### config.mk
export PLATFORM = sky130hd
export DESIGN_NAME = ahfp_div
export DESIGN_NICKNAME = d
export VERILOG_FILES = /design/src/rtl/ahfp_div.sv
export SDC_FILE = /design/constraint.sdc
export NUM_CORES = 1
export LEC_CHECK = 0
export ABC_AREA = 1
export BUFFER_PORTS_ARGS = -buffer_cell sky130_fd_sc_hd__buf_4
export CAP_MARGIN = 20
export CORE_ASPECT_RATIO = 1.75
export CORE_MARGIN = 2
export CORE_UTILIZATION = 30
export CTS_CLUSTER_DIAMETER = 100
export DETAILED_ROUTE_END_ITERATION = 6
export SKIP_LAST_GASP = 1
export SLEW_MARGIN = 5
export SYNTH_ARGS = -nofsm -noshare
export SYNTH_HDL_FRONTEND = slang
export SYNTH_SLANG_ARGS = --single-unit
### constraint.sdc
create_clock -name clk -period 3.3 [get_ports clk]
set_input_delay 0.33 -clock clk [delete_from_list [all_inputs] [get_ports clk]]
set_output_delay 0.33 -clock clk [all_outputs]
set_load 0.005 [all_outputs]
### src/rtl/ahfp_div.sv
// Multi-cycle IEEE-754 single-precision divider: radix-2 restoring mantissa divide,
// round-to-nearest-even, flush-to-zero, start/done handshake with clk_en stall.
module ahfp_div (
    input  logic        clk,
    input  logic        reset,
    input  logic        clk_en,
    input  logic        start,
    input  logic [31:0] dataa,
    input  logic [31:0] datab,
    output logic [31:0] result,
    output logic        done
);

    localparam int unsigned BIAS = 127;
    localparam int unsigned ITER = 26;
    localparam int unsigned QW   = 26;
    localparam int unsigned MW   = 24;
    localparam int unsigned EW   = 10;
    localparam int unsigned CW   = 5;

    localparam logic [1:0] S_IDLE  = 2'd0;
    localparam logic [1:0] S_DIV   = 2'd1;
    localparam logic [1:0] S_ROUND = 2'd2;

    logic [1:0]          r_state, w_state_nxt;
    logic [CW-1:0]       r_cnt, w_cnt_nxt;
    logic [QW-1:0]       r_q, w_q_nxt;
    logic [QW-1:0]       r_rem, w_rem_nxt;
    logic [MW-1:0]       r_mb, w_mb_nxt;
    logic signed [EW-1:0] r_exp, w_exp_nxt;
    logic                r_sign, w_sign_nxt;
    logic                r_special, w_special_nxt;
    logic [31:0]         r_spec_res, w_spec_res_nxt;
    logic [31:0]         r_result, w_result_nxt;
    logic                r_done, w_done_nxt;

    // Operand classification; exponent-0 inputs count as signed zero
    logic w_a_zero, w_a_inf, w_a_nan, w_b_zero, w_b_inf, w_b_nan;
    logic w_sign_in, w_nan, w_inf, w_zero, w_spec_hit;
    logic [31:0] w_spec_val;
    logic signed [EW-1:0] w_exp0;

    assign w_a_zero  = (dataa[30:23] == 8'h00);
    assign w_a_inf   = (dataa[30:23] == 8'hFF) && (dataa[22:0] == 23'h0);
    assign w_a_nan   = (dataa[30:23] == 8'hFF) && (dataa[22:0] != 23'h0);
    assign w_b_zero  = (datab[30:23] == 8'h00);
    assign w_b_inf   = (datab[30:23] == 8'hFF) && (datab[22:0] == 23'h0);
    assign w_b_nan   = (datab[30:23] == 8'hFF) && (datab[22:0] != 23'h0);
    assign w_sign_in = dataa[31] ^ datab[31];

    assign w_nan      = w_a_nan | w_b_nan | (w_a_zero & w_b_zero) | (w_a_inf & w_b_inf);
    assign w_inf      = w_a_inf | w_b_zero;
    assign w_zero     = w_a_zero | w_b_inf;
    assign w_spec_hit = w_nan | w_inf | w_zero;
    assign w_spec_val = w_nan ? 32'h7FC0_0000 :
                        w_inf ? {w_sign_in, 8'hFF, 23'h0} :
                                {w_sign_in, 31'h0};

    assign w_exp0 = signed'({2'b00, dataa[30:23]}) - signed'({2'b00, datab[30:23]})
                  + signed'(EW'(BIAS));

    // One restoring-division step
    logic          w_ge;
    logic [QW-1:0] w_diff, w_rem_step;

    assign w_ge       = (r_rem >= {2'b00, r_mb});
    assign w_diff     = r_rem - {2'b00, r_mb};
    assign w_rem_step = w_ge ? {w_diff[QW-2:0], 1'b0} : {r_rem[QW-2:0], 1'b0};

    // Normalise and round the finished quotient
    logic [22:0]          w_mant;
    logic                 w_guard, w_sticky, w_inc;
    logic [23:0]          w_mant_inc;
    logic signed [EW-1:0] w_e_norm, w_e_fin;
    logic [31:0]          w_rounded;

    always_comb begin
        w_mant   = r_q[23:1];
        w_guard  = r_q[0];
        w_sticky = |r_rem;
        w_e_norm = r_exp - 10'sd1;
        if (r_q[QW-1]) begin
            w_mant   = r_q[24:2];
            w_guard  = r_q[1];
            w_sticky = r_q[0] | (|r_rem);
            w_e_norm = r_exp;
        end
    end

    assign w_inc      = w_guard & (w_sticky | w_mant[0]);
    assign w_mant_inc = {1'b0, w_mant} + 24'(w_inc);
    assign w_e_fin    = w_e_norm + signed'({9'd0, w_mant_inc[23]});

    always_comb begin
        w_rounded = {r_sign, w_e_fin[7:0], w_mant_inc[22:0]};
        if (w_e_fin >= 10'sd255) begin
            w_rounded = {r_sign, 8'hFF, 23'h0};
        end else if (w_e_fin <= 10'sd0) begin
            w_rounded = {r_sign, 31'h0};
        end
    end

    // Next-state and datapath update
    always_comb begin
        w_state_nxt    = r_state;
        w_cnt_nxt      = r_cnt;
        w_q_nxt        = r_q;
        w_rem_nxt      = r_rem;
        w_mb_nxt       = r_mb;
        w_exp_nxt      = r_exp;
        w_sign_nxt     = r_sign;
        w_special_nxt  = r_special;
        w_spec_res_nxt = r_spec_res;
        w_result_nxt   = r_result;
        w_done_nxt     = 1'b0;
        case (r_state)
            S_IDLE: begin
                if (start) begin
                    w_special_nxt  = w_spec_hit;
                    w_spec_res_nxt = w_spec_val;
                    w_sign_nxt     = w_sign_in;
                    w_exp_nxt      = w_exp0;
                    w_mb_nxt       = {1'b1, datab[22:0]};
                    w_rem_nxt      = {2'b00, 1'b1, dataa[22:0]};
                    w_q_nxt        = '0;
                    w_cnt_nxt      = '0;
                    w_state_nxt    = w_spec_hit ? S_ROUND : S_DIV;
                end
            end
            S_DIV: begin
                w_q_nxt   = {r_q[QW-2:0], w_ge};
                w_rem_nxt = w_rem_step;
                w_cnt_nxt = r_cnt + CW'(1);
                if (r_cnt == CW'(ITER - 1)) begin
                    w_state_nxt = S_ROUND;
                end
            end
            S_ROUND: begin
                w_result_nxt = r_special ? r_spec_res : w_rounded;
                w_done_nxt   = 1'b1;
                w_state_nxt  = S_IDLE;
            end
            default: begin
                w_state_nxt = S_IDLE;
            end
        endcase
    end

    // State register; clk_en low freezes everything including done
    always_ff @(posedge clk or negedge reset) begin
        if (!reset) begin
            r_state    <= S_IDLE;
            r_cnt      <= '0;
            r_q        <= '0;
            r_rem      <= '0;
            r_mb       <= '0;
            r_exp      <= '0;
            r_sign     <= 1'b0;
            r_special  <= 1'b0;
            r_spec_res <= '0;
            r_result   <= '0;
            r_done     <= 1'b0;
        end else if (clk_en) begin
            r_state    <= w_state_nxt;
            r_cnt      <= w_cnt_nxt;
            r_q        <= w_q_nxt;
            r_rem      <= w_rem_nxt;
            r_mb       <= w_mb_nxt;
            r_exp      <= w_exp_nxt;
            r_sign     <= w_sign_nxt;
            r_special  <= w_special_nxt;
            r_spec_res <= w_spec_res_nxt;
            r_result   <= w_result_nxt;
            r_done     <= w_done_nxt;
        end
    end

    assign result = r_result;
    assign done   = r_done;

endmodule

# Word-level counts from Yosys, hierarchy flattened
# Cells that the tools add are included.
[word_totals]
ff_bits = 160
in_bits = 68
out_inout_bits = 33
word_cells = 79
[classes]
add_sub_neg = 7
order_cmp = 3
eq_ne = 7
mux = 21
bitwise = 13
n_reduce_logical = 17
[ops]
columns = ["operator", "n"]
rows = [
  ["26-bit case mux with 2 select lines", 2],
  ["31-bit two-way mux", 3],
  ["26-bit two-way mux", 3],
  ["32-bit two-way mux", 2],
  ["23-bit logical NOT", 2],
  ["23-bit nonzero test", 2],
  ["26-bit by 24-bit >= comparator with 1-bit output", 1],
  ["26-bit OR reduction", 1],
  ["25-bit by 24-bit subtractor with 25-bit output", 1],
  ["23-bit by 1-bit adder with 24-bit output", 1],
  ["23-bit two-way mux", 1],
  ["8-bit equality test, second input constant", 2],
  ["8-bit logical NOT", 2],
  ["10-bit by 2-bit adder with 10-bit output", 1],
  ["9-bit by 8-bit adder with 10-bit output, second input constant", 1],
  ["10-bit by 9-bit >= comparator with 1-bit output, second input constant", 1],
  ["10-bit by 1-bit less-or-equal comparator with 1-bit output, second input constant", 1],
  ["10-bit two-way mux", 1],
  ["5-bit case mux with 2 select lines", 1],
  ["10-bit by 2-bit subtractor with 10-bit output, second input constant", 1],
  ["1-bit bitwise OR", 9],
  ["3-bit AND reduction", 3],
  ["8-bit by 8-bit subtractor with 9-bit output", 1],
  ["2-bit two-way mux", 3],
  ["other kinds (14)", 22],
]

# Longest topological paths before layout
# Gate-level depths: netlist (run 1).
[depth]
ltp_word = 11
ltp_mapped = 31
mapped_depth_nobuf = 29

# Least setup slack after synthesis (run 1)
# Ideal clock, no wire load.
[synth_path]
kind = "register -> register"
from = "register r_q[25]"
to = "register r_result[2], in the netlist result[2]"
t_arrival_ns = 3.442
slack_ns = -0.216
path_stages_with_launch = 29
n_path_buf = 2
synth_period_minus_slack_ns = 3.516
path_cell_list = "dfrtp_1 -> buf_6 -> o21ai_0 -> nand2_1 -> nor2_2 -> nand2_1 -> nor2_2 -> nand2_2 -> nor3_2 -> nand2_1 -> nor2_1 -> nand2_1 -> nor4_2 -> ha_1 -> inv_1 -> nor2_2 -> nand2_1 -> nor2_2 -> nand2_1 -> nor2_2 -> nand3_2 -> inv_2 -> nand2_2 -> nand2_2 -> nand2_4 -> nor2_8 -> nand3_4 -> buf_6 -> o21ai_2"
[synth_between]
elab_chain_len = 9
[synth_rtl]
columns = ["element", "line_no", "source"]
rows = [
  ["from (decl)", "27", "logic [QW-1:0] r_q, w_q_nxt;"],
  ["from (signal assigned)", "166", "r_q <= w_q_nxt;"],
  ["1-bit two-way mux or 23-bit two-way mux (tied branches)", "82", "if (r_q[QW-1]) begin"],
  ["1-bit bitwise OR", "90", "assign w_inc = w_guard & (w_sticky | w_mant[0]);"],
  ["1-bit bitwise AND", "90", ""],
  ["23-bit by 1-bit adder with 24-bit output", "91", "assign w_mant_inc = {1'b0, w_mant} + 24'(w_inc);"],
  ["10-bit by 2-bit adder with 10-bit output", "92", "assign w_e_fin = w_e_norm + signed'({9'd0, w_mant_inc[23]});"],
  ["10-bit by 1-bit less-or-equal comparator with 1-bit output", "98", "end else if (w_e_fin <= 10'sd0) begin"],
  ["31-bit two-way mux", "98", ""],
  ["31-bit two-way mux *", "96", "if (w_e_fin >= 10'sd255) begin"],
  ["32-bit two-way mux *", "139", "w_result_nxt = r_special ? r_spec_res : w_rounded;"],
  ["to (signal assigned)", "173", "r_result <= w_result_nxt;"],
  ["to (decl)", "34", "logic [31:0] r_result, w_result_nxt;"],
]
# Mark *: on every way between the ends. The rest lies on a longest branch, timed or not.
# A chain may end at the register's enable or synchronous reset.

# Worst setup path in the final report (run 1)
[layout_path]
from = "register r_q[25]"
to = "register r_result[3], in the netlist result[3]"
# The elaborated chain is that of the path after synthesis.

==> summary.txt, run 1 <==
Seq cells post-synth: 131
critical path arrival: 4160 ps
top post-synthesis cells by area: dfrtp_1 (36%), nand2_1 (12%), inv_1 (6.4%)
routability cong.: 0.907
Slew headroom: 44.3%
DRT Wirelength: 26,200 um
First DRT Iteration DRCs: 375
minimum clock period: 3800 ps
syn nets: 1,366
met2 routed WL: 14,800 um
type of the most critical hold path: in -> reg
final instance area: 11,600 um^2
Initial Util: 30.3%
vias: 8,745
Worst Setup Start Kind: flop
fin nets: 1,530
status: finished, violations left
Root Buffer: clkbuf_16
port bufs: 100
skew final: 9.74 ps
Met3 Routed Length: 795 um
Worst path slowest cell: dfrtp_2
share of the synthesized area in the top cell type: 36.2%
clock tree sinks: 131
Tot GR Track Use: 16.7%
warning count from the yosys run: 0
Residual DRC: 0
Final Max Tran Viols: 0
dpl cell area: 10,700 um^2
Util after Layout: 38.9%
setup violators final: 31
violated checks: negative setup slack
uppermost layer routed: met4
Power Total: 10.8 mW
count leader, synth: nand2_1
Max stage delay on crit path: 460 ps
aggregate global routing overflow: 0
Worst-Skew Late Latency: 440 ps
Metal-1 WL: 9360 um
io pins: 101
max-cap violations: 0
CTS buffer count: 17
CTS H-tree depth: 4
prevailing post-synth register cell: dfrtp_1
CTS tree: built
Max Clock Freq: 263 MHz
final hold viol count: 0
PnR worst setup slack: -496 ps
most area-hungry cell type in the Yosys netlist: dfrtp_1
EDFF count, synth: 0
initial antenna violation count: 0
die width: 135 um
row cnt: 84
slew at the pin with the worst max-slew slack: 834 ps
Synth cell types: 49
Synth Instances: 1,257
Syn Area/Cell: 7.20 um^2
CP endpoint kind: flop
Post-Syn Area: 9050 um^2
pin count of the biggest net entering global routing: 84
share of cells above drive strength 1: 20.8%
ratio of final minimum period to clock period: 115%
RSZ-0062 raised after global routing: true
die area: 31,600 um^2
Core Region: 29,800 um^2
kind of critical path: reg -> reg
Worst R2R Setup Slack: -500 ps
hpwl dp: 20,100 um
vias per cell: 4.80
area grow syn2layout: 28.1%
drt wl/cell: 14.4 um
first-pass GRT wire length: 41,700 um
Detail Route Antenna Nets: 0
Pre-antenna DRT Iters: 6
Post-synth ARST share: 100%
antenna cells: 0
cell mode on critical path: nor2_2
leakage power: 5.44 nW
most common library cells after synthesis: nand2_1 (293), inv_1 (154), dfrtp_1 (131), nor2_1 (112), a21oi_1 (106)
sequential share of the synthesized area: 36.2%
Clk pin slew, worst setup/hold paths: 60 ps
crit path max fanout: 7
Worst EP required: 3660 ps
vias in the first global route: 8,869
Clock Tree Buf Depth: 2
IR drop worst, VDD: 0.000427 V
chip height: 234 um
PD cells: 931 nW/um^2
final cells by class:
type / count / area, um^2
fillers: 3180 / 18200
well taps: 387 / 484
inverters: 163 / 614
clock buffers: 19 / 453
multi-input cells: 924 / 5110
flip-flops and latches: 131 / 3280
clock inverters: 12 / 158
repair buffers: 184 / 1500
worst max-delay path: cells and delay by family, from the launching register on:
kind | cells | cell delay [ps]
AND/OR/NAND/NOR | 21 | 2300
buffers and inverters | 4 | 540
flip-flops | 1 | 460
adder cells (fa/ha/maj) | 1 | 250
AO/OA/AOI/OAI | 2 | 170
report_power, final:
group / leakage [nW] / total, mW / internal, mW / switching (mW)
logic: 3.48 / 6.17 / 2.42 / 3.75
registers: 1.66 / 2.65 / 2.20 / 0.448
clock network: 0.291 / 1.97 / 1.22 / 0.751
total: 5.44 / 10.8 / 5.85 / 4.95
cells in the final DEF, fill, tap and decap left out, types with 14 or more instances in the layout:
master     netlist  routed
clkbuf_16        0      20
dfrtp_1        131     130
xnor2_1         19      19
nor4_1          20      20
inv_1          154     153
nand3_1         50      47
nand2_2          9      14
o22ai_1         28      28
buf_4            0     173
nor2_1         112     108
nand4_1         22      22
nand2_1        293     286
o21ai_0         99      88
nor3_1          16      14
xor2_1          33      33
o21ai_2         21      25
ha_1            39      37
a21oi_1        106     106
repair_timing:
item                                   CTS  global route
pin swaps                                1            27
buffers inserted                         1             8
hold buffers                             1             0
resized for setup                        3            25
setup endpoints to repair               31            31
gates cloned                             0             5
endpoints found under the hold margin   82             0
state kept, by name, indices dropped and copies added (netlist names):
name	count
done	1
r_exp	10
r_sign	1
r_mb	24
r_special	1
r_spec_res	3
r_rem	26
r_q	26
r_state	2
r_cnt	5
result	32
routing by layer:
layer | GRT usage (%) | vias to the layer above
met5 | 0 | -
met4 | 9.15 | 0
met1 | 15.6 | 4076
met3 | 3.03 | 60
met2 | 33.3 | 141
li1 | - | 4468
worst paths after layout:
| path | from | endpoint | depth (start not counted) |
|---|---|---|---|
| min | datab[17] | r_mb[17]$_DFFE_PN0P_ | 3 |
| min in group asynchronous | reset | r_mb[5]$_DFFE_PN0P_ | 2 |
| max reg2reg | r_q[25]$_DFFE_PN0P_ | result[3]$_DFFE_PN0P_ | 28 |
| max in group asynchronous | reset | r_spec_res[22]$_DFFE_PN0P_ | 3 |
| min reg2reg | r_mb[23]$_DFFE_PN0P_ | r_mb[23]$_DFFE_PN0P_ | 2 |
| max | r_q[25]$_DFFE_PN0P_ | result[3]$_DFFE_PN0P_ | 28 |
logic make-up (layout without fill, tap and decap cells):
group | count (synthesis) | count (layout) | synth area share (%)
AOI/OAI and AO/OA | 279 | 279 | 17.3
xor gates and xnor gates | 52 | 52 | 5.03
adders and majority gates | 41 | 41 | 5.83
buffers and inverters | 202 | 378 | 8.87
DFF | 131 | 131 | 36.2
muxes | 1 | 1 | 0.111
and+or+nand+nor | 551 | 551 | 26.7
per-stage QoR:
step | setup TNS (ps) | instances | hold WS (ps) | worst slack (ps)
2_1_floorplan | -3250 | 1257 | 34.4 | -153
6_report | -13440 | 1820 | 105 | -496
5_1_grt | -22910 | 1820 | 104 | -784
3_3_place_gp | -9860 | 1774 | 434 | -347
3_5_place_dp | -10430 | 1774 | 444 | -378
4_1_cts | -10160 | 1807 | 88.7 | -377
Note: power is estimated with default switching activity, not from simulation.
==> inputs of run 2 (changes only) <==
Settings changed: CTS_BUF_LIST set to sky130_fd_sc_hd__clkbuf_8, PLACE_DENSITY set to 0.49.
==> summary.txt, run 2 (synthesis gave the netlist of run 1 again) <==
clock tree sinks: 131 (unchanged)
type of the most critical hold path: in -> reg
Initial Util: 30.3% (unchanged)
drt wl/cell: 14.9 um (+3.2%)
vias per cell: 4.78 (-0.46%)
Worst Setup Start Kind: flop
Tot GR Track Use: 17.7% (+0.99 points)
aggregate global routing overflow: 0 (unchanged)
Clk pin slew, worst setup/hold paths: 90 ps (+30 ps)
Pre-antenna DRT Iters: 4 (-2)
ratio of final minimum period to clock period: 112% (-3.3 points)
CTS buffer count: 17 (unchanged)
kind of critical path: reg -> reg
status: finished, violations left
hold depth: 3 (unchanged)
hold_sp: datab[5]
PnR worst setup slack: -385 ps (+110 ps)
dpl cell area: 10,800 um^2 (+0.63%)
Util after Layout: 38.6% (-0.30 points)
leakage power: 5.36 nW (-1.5%)
IR drop worst, VDD: 0.000439 V (+2.6%)
Detail Route Antenna Nets: 0 (unchanged)
critical path arrival: 4100 ps (-60 ps)
die width: 135 um (unchanged)
DRT Wirelength: 27,100 um (+3.6%)
non-filler cells in the finished layout: 1,827 (+0.38%)
hold-critical path endpoint: r_mb[5]$_DFFE_PN0P_
skew final: 13.7 ps (+3.94 ps)
share of cells above drive strength 1: 21.3% (+0.54 points)
port bufs: 100 (unchanged)
placed insts: 1,783 (+0.51%)
multi-input logic area: 5150 um^2 (+0.61%)
pin count of the biggest net entering global routing: 75 (-11%)
final hold viol count: 0 (unchanged)
io pins: 101 (unchanged)
die area: 31,600 um^2 (unchanged)
RSZ-0062 raised after global routing: true
Worst-Skew Late Latency: 490 ps (+50 ps)
Worst R2R Setup Slack: -390 ps (+110 ps)
commonest non-fill, non-tap cell in the layout: nand2_1
Slew headroom: 39.3% (-5.0 points)
area grow syn2layout: 27.2%
most frequent cells in the layout: nand2_1 (284), buf_4 (179), inv_1 (153)
first-pass GRT wire length: 43,500 um (+4.4%)
routability cong.: 0.873 (-3.7%)
CTS tree: built
crit path max fanout: 10 (+3)
Core Region: 29,800 um^2 (unchanged)
PD cells: 912 nW/um^2 (-2.0%)
vias in the first global route: 8,832 (-0.42%)
slew at the pin with the worst max-slew slack: 910 ps (+75.1 ps)
First DRT Iteration DRCs: 289 (-23%)
final instance area: 11,500 um^2 (-0.77%)
violated checks: negative setup slack
number of flip-flops in the largest register: 32 (unchanged)
chip height: 234 um (unchanged)
vias: 8,738 (-0.080%)
fillcell total: 3,240 (+1.9%)
CP endpoint kind: flop
WHS: 54.9 ps (-50.6 ps)
initial antenna violation count: 0 (unchanged)
CTS H-tree depth: 4 (unchanged)
max-cap violations: 0 (unchanged)
minimum clock period: 3690 ps (-110 ps)
hpwl dp: 21,100 um (+4.8%)
Power Total: 10.5 mW (-2.7%)
Final Max Tran Viols: 0 (unchanged)
setup violators final: 31 (unchanged)
R2R depth: 25 (-11%)
Max Clock Freq: 271 MHz (+3.0%)
Crit Reg-Reg Startpoint: r_q[25]$_DFFE_PN0P_
Residual DRC: 0 (unchanged)
Sequential cell area: 3280 um^2 (unchanged)
Clock Tree Buf Depth: 2 (unchanged)
Worst EP required: 3710 ps (+50 ps)
fin nets: 1,536 (+0.39%)
R2R Path End: result[9]$_DFFE_PN0P_
Root Buffer: clkbuf_8
row cnt: 84 (unchanged)
## run 2: worst max-delay path by stage
stage / startpoint / endpoint / slack (ps) / depth (start not counted)
after floorplan: r_q[25]$_DFFE_PN0P_ / result[13]$_DFFE_PN0P_ / -150 / 29
after global placement: r_q[25]$_DFFE_PN0P_ / result[2]$_DFFE_PN0P_ / -280 / 26
after detailed placement: r_q[25]$_DFFE_PN0P_ / result[1]$_DFFE_PN0P_ / -330 / 25
final: r_q[25]$_DFFE_PN0P_ / result[9]$_DFFE_PN0P_ / -390 / 25
after global routing: r_q[25]$_DFFE_PN0P_ / result[10]$_DFFE_PN0P_ / -710 / 28
after CTS: r_q[25]$_DFFE_PN0P_ / result[6]$_DFFE_PN0P_ / -330 / 28
## run 2: layer usage
metal  vias up  routed length [um]  GRT usage (%)
met5         -                   0              0
met4         0                 974           7.91
met3        32                 608           2.64
met2       104               15800           35.4
met1      4115                9790           17.6
li1       4487                   -              -
## run 2: area by class of cell
type | instances | area share, %
antenna | 1 | 0.0217
clock buffer | 19 | 2.27
clock inverter | 12 | 1.58
inverter | 163 | 5.34
multi-input combinational | 924 | 44.7
sequential | 131 | 28.5
tap | 387 | 4.21
timing repair buffer | 190 | 13.4
## run 2: repair_timing
| item | CTS | global route |
|---|---|---|
| pin swaps | 2 | 7 |
| setup buffers | 1 | 5 |
| resized for setup | 7 | 26 |
| hold endpoints to repair | 72 | 0 |
| hold buffers | 1 | 0 |
| cloned | 1 | 4 |
| endpoints found under the setup margin | 31 | 31 |
## run 2: stage by stage
stage,TNS [ps],setup slack (ps)
after floorplan,-3250,-153
after global placement,-7710,-277
after detailed placement,-8890,-325
after CTS,-8770,-331
after global routing,-20660,-710
final,-10230,-385
## run 2: power breakdown
group | internal [mW] | switching, mW | total [mW]
registers | 2.20 | 0.440 | 2.64
clock network | 0.859 | 0.694 | 1.55
logic | 2.46 | 3.85 | 6.31
total | 5.52 | 4.98 | 10.5
## run 2: critical path, cell delays in order (launching register included)
cell       delay [ps]
dfrtp_2           460
clkbuf_16         190
o21ai_4           160
nand2_2            80
nor2_4            120
nand2_2            80
nor2_4            120
nand2_2            80
nor3_2            180
nand2_1            90
nor2_1            100
nand2_1            80
nor4_2            150
ha_2              240
ha_1              160
nand2_1            80
inv_2              80
nand3_4            90
nor2_4            120
nand4_1           130
nand3_2           140
nor2_4             50
nor2_8            130
nand3_4           140
clkbuf_16         250
o21ai_2           100
==> inputs of run 3 (changes only) <==
Settings changed: BUFFER_PORTS_ARGS -buffer_cell sky130_fd_sc_hd__buf_4 to unset, DONT_BUFFER_PORTS set to 1, PLACE_DENSITY 0.49 to 0.45.
Clock period 3.3 ns to 4.7 ns, I/O delays scaled along.
==> summary.txt, run 3 (synthesis gave the netlist of run 1 again) <==
Internal: 3.50 mW (-37%)
drt wl/cell: 16.0 um (+7.4%)
most frequent cells in the layout: nand2_1 (293), inv_1 (154), dfrtp_1 (130)
CTS H-tree depth: 4 (unchanged)
commonest non-fill, non-tap cell in the layout: nand2_1
Worst-Skew Late Latency: 480 ps (about the same)
initial antenna violation count: 0 (unchanged)
non-filler cells in the finished layout: 1,654 (-9.5%)
clock share of power: 15.7% (+0.9 points)
Worst Setup Start Kind: flop
IR drop worst, VDD: 0.000292 V (-34%)
hpwl dp: 20,500 um (-2.7%)
chip height: 234 um (unchanged)
Worst EP required: 5090 ps (+1380 ps)
Util after Layout: 33.4% (-5.2 points)
fin nets: 1,364 (-11%)
setup TNS: 0 ps (+10,230 ps)
clock tree sinks: 131 (unchanged)
port bufs: 0 (-100%)
number of flip-flops in the largest register: 32 (unchanged)
final hold viol count: 0 (unchanged)
Pre-antenna DRT Iters: 5 (+1)
Metal-1 WL: 9760 um (-0.25%)
status: complete, no violations
die width: 135 um (unchanged)
final instance area: 9960 um^2 (-13%)
pin count of the biggest net entering global routing: 132 (+76%)
Core Region: 29,800 um^2 (unchanged)
multi-input logic area: 4980 um^2 (-3.1%)
Gate power share: 56.7% (-3.4 points)
Tot GR Track Use: 17.3% (-0.35 points)
placed insts: 1,621 (-9.1%)
row cnt: 84 (unchanged)
skew final: 7.90 ps (-5.78 ps)
dpl cell area: 9480 um^2 (-12%)
max-cap violations: 0 (unchanged)
Slew headroom: 36.1% (-3.2 points)
kind of critical path: reg -> reg
area grow syn2layout: 10.0%
Sequential cell area: 3280 um^2 (unchanged)
WHS: 113 ps (+58.2 ps)
Flop pwr share: 27.6% (+2.5 points)
die area: 31,600 um^2 (unchanged)
setup violators final: 0 (-100%)
critical path arrival: 4490 ps (+390 ps)
crit path max fanout: 28 (+18)
Met3 Routed Length: 863 um (+42%)
Residual DRC: 0 (unchanged)
CTS buffer count: 17 (unchanged)
Final Max Tran Viols: 0 (unchanged)
routability cong.: 0.875 (+0.21%)
antenna cells: 0 (-1)
Root Buffer: clkbuf_8
CTS tree: built
aggregate global routing overflow: 0 (unchanged)
RSZ-0062 raised after global routing: false
First DRT Iteration DRCs: 246 (-15%)
first-pass GRT wire length: 42,300 um (-2.9%)
Clock Tree Buf Depth: 2 (unchanged)
vias: 8,001 (-8.4%)
fillcell total: 3,337 (+3.0%)
switching power: 3.34 mW (-33%)
minimum clock period: 4100 ps (+414 ps)
slew at the pin with the worst max-slew slack: 957 ps (+47.5 ps)
vias in the first global route: 8,337 (-5.6%)
PnR worst setup slack: 600 ps (+986 ps)
Initial Util: 30.3% (unchanged)
Clk pin slew, worst setup/hold paths: 80 ps (about the same)
type of the most critical hold path: in -> reg
Max Clock Freq: 244 MHz (-10%)
Detail Route Antenna Nets: 0 (unchanged)
uppermost layer routed: met4
io pins: 101 (unchanged)
Setup WS pre-CTS: 312 ps (+638 ps)
Sw Share: 48.8% (+1.3 points)
CP endpoint kind: flop
PD cells: 686 nW/um^2 (-25%)
share of cells above drive strength 1: 8.60% (-13 points)
vias per cell: 4.84 (+1.1%)
met2 routed WL: 15,000 um (-4.9%)
leakage power: 4.46 nW (-17%)
Power Total: 6.84 mW (-35%)
ratio of final minimum period to clock period: 87.2% (-24 points)
DRT Wirelength: 26,400 um (-2.8%)
## run 3: cell types whose count changed in the layout (fill, tap and decap cells not counted), sizes merged
cell,change
clkinvlp,-1
clkinv,-1
bufinv,-1
clkbuf,+1
inv,-1
diode,-1
buf,-169
## run 3: area by class of cell
| class | instances | area share, % |
|---|---|---|
| clock buffers | 23 | 3.18 |
| flip-flops and latches | 131 | 32.9 |
| clock inverters | 8 | 1.23 |
| inverters | 163 | 6.17 |
| repair buffers | 18 | 1.58 |
| well taps | 387 | 4.86 |
| multi-input cells | 924 | 50.1 |
## run 3: critical path, stage by stage (launching register included)
cell and delay, ps:
dfrtp_2 560, o21ai_0 270, nand2_1 120, nor2_2 160
nand2_1 100, nor2_2 170, nand2_2 120, nor3_2 170
nand2_1 130, nor2_1 100, nand2_1 70, nor4_2 150
ha_1 210, inv_1 50, nor2_2 130, nand2_1 90
nor2_2 130, nand2_1 80, nor2_2 100, nand3_2 90
inv_2 80, nand2_2 60, nand2_2 70, nand2_4 70
nor2_8 190, nand3_4 300, o21ai_2 230
## run 3: worst paths after layout
check / depth (start not counted) / slack [ps] / to / from
min in group asynchronous: 2 / 610 / r_mb[6]$_DFFE_PN0P_ / reset
hold / removal: 2 / 110 / r_mb[11]$_DFFE_PN0P_ / datab[11]
setup / recovery: 26 / 600 / result[13]$_DFFE_PN0P_ / r_q[25]$_DFFE_PN0P_
max in group asynchronous: 2 / 3550 / r_q[25]$_DFFE_PN0P_ / reset
setup reg to reg: 26 / 600 / result[13]$_DFFE_PN0P_ / r_q[25]$_DFFE_PN0P_
hold reg to reg: 2 / 480 / r_mb[23]$_DFFE_PN0P_ / r_mb[23]$_DFFE_PN0P_
## run 3: metal layers
metal	track usage, %	vias to the layer above
met4	6.97	0
met1	17.1	3705
met3	3.44	36
met5	0	-
li1	-	4144
met2	34.6	116
## run 3: timing repair
action,in CTS,in global routing
hold endpoints to repair,131,0
resized for setup,0,1
endpoints found under the setup margin,0,20
hold buffers,2,0
setup buffers,0,0
## run 3: power by group through the flow
stage | sequential, mW | clock [mW] | combinational [mW]
after floorplan | 1.79 | 0 | 3.00
after global placement | 1.92 | 0 | 3.90
after detailed placement | 1.92 | 0 | 3.90
after CTS | 1.90 | 1.11 | 3.94
after global routing | 1.95 | 1.16 | 4.45
final | 1.89 | 1.07 | 3.88
